===== src/rtl/hazard_ctrl_unit_pkg.sv =====
// hazard_ctrl_unit_pkg: shared encodings and scoreboard entry type for the hazard controller
package hazard_ctrl_unit_pkg;
  localparam int RD_W = 5;
  typedef enum logic [1:0] {OP_NONE = 2'd0, OP_ALU = 2'd1, OP_LOAD = 2'd2, OP_STORE = 2'd3} optype_e;
  typedef enum logic [1:0] {FWD_RF = 2'd0, FWD_EX = 2'd1, FWD_MEM_ALU = 2'd2, FWD_MEM_LD = 2'd3} fwd_e;
  typedef struct packed {
    optype_e         optype;
    logic [RD_W-1:0] rd;
    logic            st_fwd;
  } sb_entry_t;
  // only ALU results and load data are ever written back, so only they can be forwarded
  function automatic logic produces(optype_e op);
    return op == OP_ALU || op == OP_LOAD;
  endfunction
  // EX result is the youngest value, so it wins over anything still in MEM
  function automatic fwd_e fwd_sel(logic hit_ex, optype_e ex_op, logic hit_mem, optype_e mem_op);
    return (hit_ex && ex_op == OP_ALU)    ? FWD_EX :
           (hit_mem && mem_op == OP_ALU)  ? FWD_MEM_ALU :
           (hit_mem && mem_op == OP_LOAD) ? FWD_MEM_LD : FWD_RF;
  endfunction
endpackage


===== src/rtl/hazard_sb_entry.sv =====
// hazard_sb_entry: one pipeline-stage scoreboard register with source-operand match logic
module hazard_sb_entry
  import hazard_ctrl_unit_pkg::*;
(
  input  logic            clk,
  input  logic            rstn,
  input  logic            clr_i,
  input  sb_entry_t       entry_d_i,
  input  logic            rs1use_i,
  input  logic [RD_W-1:0] rs1_i,
  input  logic            rs2use_i,
  input  logic [RD_W-1:0] rs2_i,
  output sb_entry_t       entry_q_o,
  output logic            hit1_o,
  output logic            hit2_o
);
  sb_entry_t entry_q;
  logic      live;
  assign entry_q_o = entry_q;
  assign live      = entry_q.rd != '0 && produces(entry_q.optype);
  assign hit1_o    = rs1use_i && live && rs1_i == entry_q.rd;
  assign hit2_o    = rs2use_i && live && rs2_i == entry_q.rd;
  // capture the instruction advancing into this stage, or a bubble when cleared
  always_ff @(posedge clk or negedge rstn)
    if (!rstn) entry_q <= '0;
    else       entry_q <= clr_i ? '0 : entry_d_i;
endmodule


===== src/rtl/hazard_ctrl_unit.sv =====
// hazard_ctrl_unit: ID-stage forwarding, load-use stall and flush control for the 5-stage core
module hazard_ctrl_unit
  import hazard_ctrl_unit_pkg::*;
#(
  parameter int REG_W = RD_W
) (
  input  logic             clk,
  input  logic             rstn,
  input  logic             rs1use_ID,
  input  logic             rs2use_ID,
  input  logic [REG_W-1:0] rs1_ID,
  input  logic [REG_W-1:0] rs2_ID,
  input  logic [REG_W-1:0] rd_ID,
  input  logic [1:0]       hazard_optype_ID,
  input  logic             Branch_ID,
  input  logic             trap_redirect,
  output logic [1:0]       forward_ctrl_A,
  output logic [1:0]       forward_ctrl_B,
  output logic             rs2_fwd_MEM,
  output logic             PC_EN_IF,
  output logic             reg_FD_EN,
  output logic             reg_FD_flush,
  output logic             reg_DE_flush,
  output logic             reg_EM_flush
);
  sb_entry_t ex_q, mem_q, ex_d;
  logic      h1_ex, h2_ex, h1_mem, h2_mem;
  logic      is_store, ex_load, stall;
  assign is_store = hazard_optype_ID == OP_STORE;
  assign ex_load  = ex_q.optype == OP_LOAD;
  // a store only needs the loaded value as data in MEM, where WB load data can be substituted
  assign stall    = ex_load && (h1_ex || (h2_ex && !is_store));
  assign ex_d     = '{optype: optype_e'(hazard_optype_ID), rd: rd_ID, st_fwd: is_store && h2_ex && ex_load};
  hazard_sb_entry u_ex (
    .clk       (clk),
    .rstn      (rstn),
    .clr_i     (stall || trap_redirect),
    .entry_d_i (ex_d),
    .rs1use_i  (rs1use_ID),
    .rs1_i     (rs1_ID),
    .rs2use_i  (rs2use_ID),
    .rs2_i     (rs2_ID),
    .entry_q_o (ex_q),
    .hit1_o    (h1_ex),
    .hit2_o    (h2_ex)
  );
  hazard_sb_entry u_mem (
    .clk       (clk),
    .rstn      (rstn),
    .clr_i     (trap_redirect),
    .entry_d_i (ex_q),
    .rs1use_i  (rs1use_ID),
    .rs1_i     (rs1_ID),
    .rs2use_i  (rs2use_ID),
    .rs2_i     (rs2_ID),
    .entry_q_o (mem_q),
    .hit1_o    (h1_mem),
    .hit2_o    (h2_mem)
  );
  assign forward_ctrl_A = fwd_sel(h1_ex, ex_q.optype, h1_mem, mem_q.optype);
  assign forward_ctrl_B = fwd_sel(h2_ex, ex_q.optype, h2_mem, mem_q.optype);
  assign rs2_fwd_MEM    = mem_q.st_fwd;
  assign PC_EN_IF       = !stall;
  assign reg_FD_EN      = !stall;
  // branch operands are not valid during a stall, so the redirect waits a cycle
  assign reg_FD_flush   = (Branch_ID && !stall) || trap_redirect;
  assign reg_DE_flush   = stall || trap_redirect;
  assign reg_EM_flush   = trap_redirect;
endmodule

===== config.mk =====
export PLATFORM = sky130hd
export DESIGN_NAME = hazard_ctrl_unit
export DESIGN_NICKNAME = d
export VERILOG_FILES = /design/src/rtl/hazard_ctrl_unit_pkg.sv /design/src/rtl/hazard_sb_entry.sv /design/src/rtl/hazard_ctrl_unit.sv
export SDC_FILE = /design/constraint.sdc
export NUM_CORES = 1
export LEC_CHECK = 0
export ABC_AREA = 1
export CORE_AREA = 2 2 56 58
export CTS_CLUSTER_DIAMETER = 200
export DETAILED_ROUTE_END_ITERATION = 12
export DIE_AREA = 0 0 58 60
export GPL_TIMING_DRIVEN = 0
export PLACE_DENSITY = 0.67
export SLEW_MARGIN = 15
export SYNTH_ARGS = -nofsm -noshare
export SYNTH_HDL_FRONTEND = slang
export SYNTH_SLANG_ARGS = --single-unit

===== constraint.sdc =====
create_clock -name clk -period 1.95 [get_ports clk]
set_clock_uncertainty 0.05 [all_clocks]
set_input_delay 0.195 -clock clk [delete_from_list [all_inputs] [get_ports clk]]
set_output_delay 0.195 -clock clk [all_outputs]
set_load 0.01 [all_outputs]

### After elaboration in Yosys (flattened, before gate mapping)

Cells that the tools add are included.
Widths: inputs -> output; s select.

* eq/ne operators: 9
* mux-type cells: 8
* reductions and logical operators: 30

Operators with widths (number)
* $logic_and 1x1->1: 21
* $eq 5x5->1: 4
* $mux 8: 2
* $mux 2: 6
* $reduce_bool 5->1: 2
* $eq 2x2->1 const B: 3
* $logic_or 1x1->1: 5
* $eq 2x1->1 const B: 2
* $logic_not 1->1: 2

* register bits: 16
* input port bits: 23
* output and inout port bits: 10
* logic and storage cells: 53

### Longest topological paths before layout

Gate-level depths: netlist of run 1.

* depth in word-level cells: 11
* mapped depth: 10

### By module

Synthesis of run 1 repeated with hierarchy kept, for this count alone.

* cells, all modules: 194
* area, all modules: 1113.6 µm²

By module, submodules not included
* hazard_sb_entry: instances 2, cells each 83, area an instance 494.2 µm², sequential area each 200.2 µm²
* hazard_ctrl_unit: instances 1, cells each 28, area an instance 125.1 µm², sequential area each 0.0 µm²

### Worst setup path before layout of run 1

OpenSTA, ideal clock, no wires.

* path kind: register -> output
* from: reg u_ex.entry_q, in the netlist u_ex.entry_q_o[6]
* to: out reg_FD_EN
* arrival time: 1.380 ns
* data required time: 1.705 ns
* setup slack: 0.325 ns
* cell stages (with the launch flop): 9
* path buffers: 1
* path through: dfrtp_1 > inv_1 > ha_1 > inv_1 > nand2_1 > nor2_2 > nand3_2 > and2_1 > buf_4

* word-level cells in the longest chain between the ends: 9
* elaborated cells between the ends (all ways): 12
* classes of those cells: eq/ne (2); reduce/logical (10)

Ends and longest elaborated chain
* from (decl): RTL line hazard_sb_entry.sv:17 `sb_entry_t entry_q;`
* from (signal assigned): RTL line hazard_sb_entry.sv:26 `else entry_q <= clr_i ? '0 : entry_d_i;`
* $eq 2x1->1 or $eq 2x2->1 (tied branches): RTL line hazard_ctrl_unit_pkg.sv:13, hazard_ctrl_unit.sv:30
* $logic_or 1x1->1: RTL line hazard_ctrl_unit_pkg.sv:13 `return op == OP_ALU || op == OP_LOAD;`
* $logic_and 1x1->1: RTL line hazard_sb_entry.sv:20 `assign live = entry_q.rd != '0 && produces(entry_q.optype);`
* $logic_and 1x1->1 (2 in series): RTL line hazard_sb_entry.sv:22 `assign hit2_o = rs2use_i && live && rs2_i == entry_q.rd;`
* $logic_and 1x1->1: RTL line hazard_ctrl_unit.sv:32 `assign stall = ex_load && (h1_ex || (h2_ex && !is_store));`
* $logic_or 1x1->1: RTL line hazard_ctrl_unit.sv:32
* $logic_and 1x1->1 (*): RTL line hazard_ctrl_unit.sv:32
* $logic_not 1->1 (*)
* to (decl): RTL line hazard_ctrl_unit.sv:21 `output logic reg_FD_EN,`

Every way passes the cells marked *; elsewhere a longest branch is shown, timed or not.

### Final worst setup path of run 1

* from: reg u_ex.entry_q, in the netlist u_ex.entry_q_o[6]
* to: out reg_FD_EN

* word-level cells in the longest chain between the ends: 9
* elaborated cells between the ends (all ways): 12
* classes of those cells: eq/ne (2); reduce/logical (10)

Ends and longest elaborated chain
* $eq 2x1->1 or $eq 2x2->1 (tied branches): RTL line hazard_ctrl_unit_pkg.sv:13, hazard_ctrl_unit.sv:30
* $logic_or 1x1->1: RTL line hazard_ctrl_unit_pkg.sv:13
* $logic_and 1x1->1: RTL line hazard_sb_entry.sv:20
* $logic_and 1x1->1 (2 in series): RTL line hazard_sb_entry.sv:22
* $logic_and 1x1->1: RTL line hazard_ctrl_unit.sv:32
* $logic_or 1x1->1: RTL line hazard_ctrl_unit.sv:32
* $logic_and 1x1->1 (*): RTL line hazard_ctrl_unit.sv:32
* $logic_not 1->1 (*): RTL line hazard_ctrl_unit.sv:64 `assign reg_FD_EN = !stall;`

Marks and branches as above.

==> results of run 1 <==
[final timing paths]
| path | start | end | slack [ns] | cells past startpoint |
|---|---|---|---|---|
| max | u_ex.entry_q_o[6] | reg_FD_EN | -0.04 | 9 |
| min | trap_redirect | u_mem.entry_q_o[7] | 0.24 | 2 |
| max reg2reg | u_ex.entry_q_o[6] | u_ex.entry_q_o[2] | 0.34 | 10 |
| min reg2reg | u_ex.entry_q_o[0] | u_mem.entry_q_o[0] | 0.42 | 2 |
| max in group asynchronous | rstn | u_ex.entry_q_o[1] | 1.13 | 1 |
| min in group asynchronous | rstn | u_mem.entry_q_o[0] | 0.28 | 1 |
[per-stage QoR]
| step | hold slack, ns | setup WS [ns] | instance area (um^2) | TNS (ns) |
|---|---|---|---|---|
| after CTS | 0.2256 | -0.02039 | 1567 | -0.03285 |
| after detailed placement | 0.3997 | -0.3921 | 1435 | -2.450 |
| final | 0.2433 | -0.03708 | 1613 | -0.06709 |
| after global placement | 0.3878 | -0.3800 | 1435 | -2.281 |
| after floorplan | -0.1506 | 0.3253 | 1084 | 0 |
| after global routing | 0.2418 | -0.1239 | 1613 | -0.6469 |
[worst reg2reg max path, cell delays in order, from the launching register on]
cell and delay (ns):
dfrtp_1 0.39, inv_2 0.08, ha_4 0.21, inv_4 0.05, nand2_4 0.06, nor2_4 0.14, nand3_4 0.10, buf_4 0.16
nand3_4 0.08, buf_4 0.15, nor2_1 0.05
[flip-flops by register name, indices dropped and copies added, names as in the netlist]
register	cells
u_ex.entry_q_o	8
u_mem.entry_q_o	8
[power by group through the flow]
stage          clock [mW]  combinational [mW]  sequential [mW]
4_1_cts             0.177               0.184            0.356
5_1_grt             0.196               0.219            0.359
6_report            0.169               0.197            0.356
3_3_place_gp            0               0.160            0.362
2_1_floorplan           0              0.0848            0.360
3_5_place_dp            0               0.163            0.362
[synthesized netlist by cell type, types with 3 or more instances]
master / number
nand3_1: 6
ha_1: 4
nor2_2: 3
xor2_1: 4
dfrtp_1: 16
nor3_1: 5
nor2_1: 27
inv_1: 31
inv_2: 4
nand2_1: 34
[timing repair]
item	4_1_cts	5_1_grt
cloned	0	0
hold endpoints to repair	0	0
pin swaps	6	8
gates resized for setup	53	7
buffers inserted	9	2
endpoints found under the setup margin	8	8
[layout make-up]
cell class / instances / area share
Multi-Input combinational cell: 101 / 0.3856
Sequential cell: 16 / 0.2483
Timing Repair Buffer: 42 / 0.2296
Inverter: 35 / 0.08301
Tap cell: 33 / 0.02560
Clock buffer: 3 / 0.01396
Buffer: 3 / 0.01396
[per-layer routing]
layer | vias up | routed length, um | global-route usage | share of wire
met1 | 468 | 1014 | 0.1651 | 0.40
li1 | 556 | - | - | -
met4 | 0 | 118 | 0.1196 | 0.047
met3 | 11 | 147 | 0.01299 | 0.058
met5 | - | 0 | 0 | 0
met2 | 37 | 1245 | 0.2711 | 0.49
[kinds of logic after synthesis]
group | after synthesis | synth area share
and+or+nand+nor | 82 | 0.3464
buffers and inverters | 38 | 0.1386
adders and majority gates | 4 | 0.04619
AOI/OAI and AO/OA | 9 | 0.05081
xor gates and xnor gates | 6 | 0.04850
DFF | 16 | 0.3695
==> flow_metrics.py, run 1 <==
metrics = {
    "pwr": {
        "swShare": 0.2917,
        "power_density_nw_per_um2": 448.0,
        "power_frac_seq": 0.493,
        "p_int_uw": 511.8,
        "clkPwrFrac": 0.234,
        "p_sw_uw": 210.7,
        "pwr-share-comb": 0.272,
        "vdd.ir_drop.worst_uv": 274.6,
        "p_leak_nw": 0.8417,
        "power.total_uw": 722.6,
    },
    "floorplan": {
        "num_io_pins": 33,
        "initial_core_util": 0.3733,
        "die-area_um2": 3480,
        "core_area_um2": 2903,
        "fp-row-count": 20,
        "die_y_um": 60,
        "die_w_um": 58,
    },
    "placed_design": {
        "globalplace.congestion": 0.8890,
        "io_buffer_count": 31,
        "dpl.hpwl_um": 1868,
        "placed_cells": 219,
    },
    "critical_path": {
        "crit_chain": "inv_2, ha_4, inv_4, nand2_4, nor2_4, nand4_4, and2_4, buf_6, buf_6",
        "cp_data_arrival_time_ns": 1.74,
        "cpMostUsedCell": "buf_6",
        "crit_type": "reg -> out",
        "worst-path-buf-inv": 4,
        "crit_path_end_kind": "output pin",
        "crit_family": "simple AND/OR/NAND/NOR gates",
        "cp_slowest_cell": "dfrtp_1",
        "cpPeakStageDelay_ns": 0.39,
        "required_ns": 1.70,
        "path_max_fanout": 3,
        "crit_path_start_kind": "flop",
    },
    "timing": {
        "setup_viol": 3,
        "period_minus_slack_ns": 1.987,
        "timing_hold_violations_final": 0,
        "max_slew_margin": 0.5281,
        "clock.fmax_mhz": 503.3,
        "period_share": 1.019,
        "setup_ws_ns": -0.03708,
        "worst_slew_pin_slew_ns": 0.7056,
        "rsz0062_at_grt": "yes",
        "slew_violations": 0,
    },
    "drt": {
        "drt_iter0_markers": 22,
        "dr.pass1.iters": 4,
        "remaining_drc_errors": 0,
        "vias": 1072,
        "via_per_inst": 4.601,
        "routed_wl_um": 2525,
        "wire_per_inst_um": 10.84,
        "postRouteAntennaNets": 0,
    },
    "clocking": {
        "clock_latency_ns": 0.28,
        "tritoncts": "yes",
        "clockRootBuffer": "clkbuf_4",
        "clk_pin_slew_ns": 0.09,
        "htree_levels": 1,
        "hold_buffers": 0,
        "numCtsBuffers": 3,
        "max-clock-path-buffers": 2,
        "cts_num_sinks": 16,
    },
    "cells_and_area": {
        "fin_cells": 233,
        "fillers": 277,
        "multiInputGateArea_um2": 621.8,
        "fin_util": 0.5556,
        "seq_area_um2": 400.4,
        "fin_nets": 229,
        "final_common_cell": "nand2_1",
        "antenna_cells": 0,
        "drive_gt1_frac": 0.2300,
        "syn_to_final_growth_pct": 48.85,
        "final_cell_mix": "32 x nand2_1, 29 x inv_1, 25 x nor2_1",
    },
    "yosys": {
        "syn_nets": 182,
        "synth_area_um2": 1084,
        "yosysWarnings": 0,
        "synth_area_leader_cell": "dfrtp_1",
        "syn_inst": 155,
        "yosysUniqueCellTypes": 25,
        "synth_edf_count": 0,
        "avgSynthCellArea_um2": 6.991,
        "ys_ff_latch": 16,
        "synth_seq_area_share": 0.3695,
        "netlist.area_leader.share": 0.3695,
        "ys.flop_type": "dfrtp_1",
        "synthArstFlopShare": 1.000,
        "synth_area_leaders": "dfrtp_1 37%, nand2_1 12%, inv_1 11%",
    },
    "run_status": {
        "violations": "setup timing",
        "outcome": "finished, violations left",
    },
    "grt": {
        "grt_pass1_vias": 1032,
        "overflow": 0,
        "track_usage": 0.1518,
        "grt_pass1_wl_um": 4029,
        "grt_max_degree": 17,
        "grt_antenna_before_repair": 0,
    },
    "worst_hold_path": {
        "min_path_type": "in -> reg",
    },
    "job": {
        "cap_viol_max_count": 0,
    },
}
(Power assumes the default switching activity.)
==> run 2: changes to the inputs <==
Settings changed: CORE_AREA 2 2 56 58 to 2 2 40 79, DIE_AREA 0 0 58 60 to 0 0 42 81, PLACE_DENSITY 0.67 to 0.68.
==> run 2 against run 1 <==
  * The run now ends clean
  * Core utilization grew 0.44 points
  * Power increased by 7.3%
  * Cell count fell by 2.6%
  * Wire length is 7.0% lower
  * Final area is 1.5% lower
  * Via count down 2.3%
  * Clock power up 40%
==> flow_metrics.py, run 2 (synthesis gave the netlist of run 1 again) <==
metrics = {
    "pwr": {
        "power_density_nw_per_um2": 487.8,
        "power_frac_seq": 0.460,
        "clkPwrFrac": 0.304,
        "pwr-share-comb": 0.236,
        "p_int_uw": 568.9,
        "swShare": 0.2660,
        "vdd.ir_drop.worst_uv": 471.6,
        "p_leak_nw": 0.8510,
        "p_sw_uw": 206.2,
    },
    "clocking": {
        "clock_latency_ns": 0.24,
        "max-clock-path-buffers": 2,
        "clk_pin_slew_ns": 0.06,
        "clockRootBuffer": "clkbuf_8",
        "htree_levels": 1,
        "cts_num_sinks": 16,
        "tritoncts": "yes",
        "numCtsBuffers": 3,
        "hold_buffers": 0,
    },
    "timing": {
        "period_share": 0.9906,
        "slew_violations": 0,
        "timing.hold.ws_ns": 0.2693,
        "max_slew_margin": 0.5135,
        "setup_ws_ns": 0.01830,
        "timing_hold_violations_final": 0,
        "clock.fmax_mhz": 517.7,
        "period_minus_slack_ns": 1.932,
        "tns_ns": 0,
        "rsz0062_at_grt": "yes",
        "setup_viol": 0,
        "worst_slew_pin_slew_ns": 0.7275,
    },
    "placed_design": {
        "placed_cells": 216,
        "io_buffer_count": 31,
        "globalplace.congestion": 0.7973,
        "dpl.hpwl_um": 1855,
        "post-place-ws_ns": -0.3896,
    },
    "floorplan": {
        "die_w_um": 42,
        "fp-row-count": 28,
        "die_y_um": 81,
        "core_area_um2": 2838,
        "num_io_pins": 33,
        "die-area_um2": 3402,
        "initial_core_util": 0.3818,
    },
    "worst_hold_path": {
        "holdPathStages": 2,
        "min_path_type": "in -> reg",
    },
    "cells_and_area": {
        "antenna_cells": 0,
        "fillers": 275,
        "syn_to_final_growth_pct": 46.65,
        "fin_cells": 227,
        "fin_nets": 226,
        "final_common_cell": "nand2_1",
        "fin_util": 0.5600,
        "drive_gt1_frac": 0.2081,
        "final_cell_mix": "32 x nand2_1, 30 x inv_1, 25 x nor2_1",
    },
    "drt": {
        "postRouteAntennaNets": 0,
        "vias": 1047,
        "drt_iter0_markers": 18,
        "routed_wl_um": 2348,
        "via_per_inst": 4.612,
        "remaining_drc_errors": 0,
        "wire_per_inst_um": 10.34,
        "dr.pass1.iters": 4,
    },
    "grt": {
        "overflow": 0,
        "grt_pass1_wl_um": 3946,
        "track_usage": 0.1523,
        "grt_pass1_vias": 1019,
        "grt_antenna_before_repair": 0,
        "grt_max_degree": 17,
    },
    "run_status": {
        "outcome": "finished, final reports clean",
    },
    "critical_path": {
        "path_max_fanout": 4,
        "crit_type": "reg -> out",
        "worstRegToRegCells": 10,
        "crit_path_start_kind": "flop",
        "cp_data_arrival_time_ns": 1.69,
        "crit_path_end_kind": "output pin",
        "required_ns": 1.70,
    },
    "job": {
        "cap_viol_max_count": 0,
    },
}
[run 2: changes by cell type in the layout (fill, tap and decap cells not counted), sizes merged]
cell / change
buf: -6
clkbuf: +3
clkdlybuf4s50: -2
dlygate4sd2: -1
dlymetal6s2s: +3
[run 2: per-stage QoR]
| step | power, mW | instance area [um^2] |
|---|---|---|
| after floorplan | 0.4450 | 1084 |
| after detailed placement | 0.5266 | 1431 |
| after global placement | 0.5236 | 1431 |
| after global routing | 0.8243 | 1589 |
| after CTS | 0.7743 | 1515 |
| final | 0.7751 | 1589 |
[run 2: worst paths after layout]
kind,from,end,slack [ns]
setup reg to reg,u_ex.entry_q_o[6],u_ex.entry_q_o[3],0.30
hold / removal,trap_redirect,u_mem.entry_q_o[1],0.27
setup / recovery,u_ex.entry_q_o[6],reg_FD_EN,0.02
hold reg to reg,u_ex.entry_q_o[0],u_mem.entry_q_o[0],0.41
min in group asynchronous,rstn,u_ex.entry_q_o[6],0.34
max in group asynchronous,rstn,u_mem.entry_q_o[4],1.06
[run 2: power by group through the flow]
stage	logic, mW	registers (mW)	clock network, mW
floorplan	0.0848	0.360	0
global placement	0.162	0.362	0
detailed placement	0.164	0.362	0
CTS	0.173	0.356	0.245
global route	0.206	0.358	0.261
finish	0.183	0.357	0.236
[run 2: routing by layer]
layer / wire (um) / global-route usage / up-vias / part of all wire
met5: 0 / 0 / - / 0
met4: 68 / 0.08710 / 0 / 0.029
met3: 146 / 0.02667 / 12 / 0.062
met2: 1272 / 0.2859 / 40 / 0.54
met1: 861 / 0.1527 / 451 / 0.37
li1: - / - / 544 / -
[run 2: worst max-delay path, stage by stage (launching register included)]
cell	delay [ns]
dfrtp_1	0.38
inv_1	0.07
ha_1	0.23
inv_2	0.07
nand2_4	0.06
nor2_4	0.14
nand3_4	0.10
and2_4	0.19
buf_6	0.11
buf_6	0.11
[run 2: area by class of cell]
type / count / area, um^2 / area share
plain buffers: 3 / 22.52 / 0.01417
clock buffers: 3 / 41.29 / 0.02598
inverters: 35 / 131.4 / 0.08268
multi-input cells: 101 / 599.3 / 0.3772
flip-flops and latches: 16 / 400.4 / 0.2520
well taps: 30 / 37.54 / 0.02362
repair buffers: 39 / 356.6 / 0.2244
[run 2: repair_timing]
item | in CTS | in global routing
cloned | 0 | 0
setup buffers | 5 | 3
resized for setup | 35 | 19
pin swaps | 5 | 9
setup endpoints to repair | 8 | 8
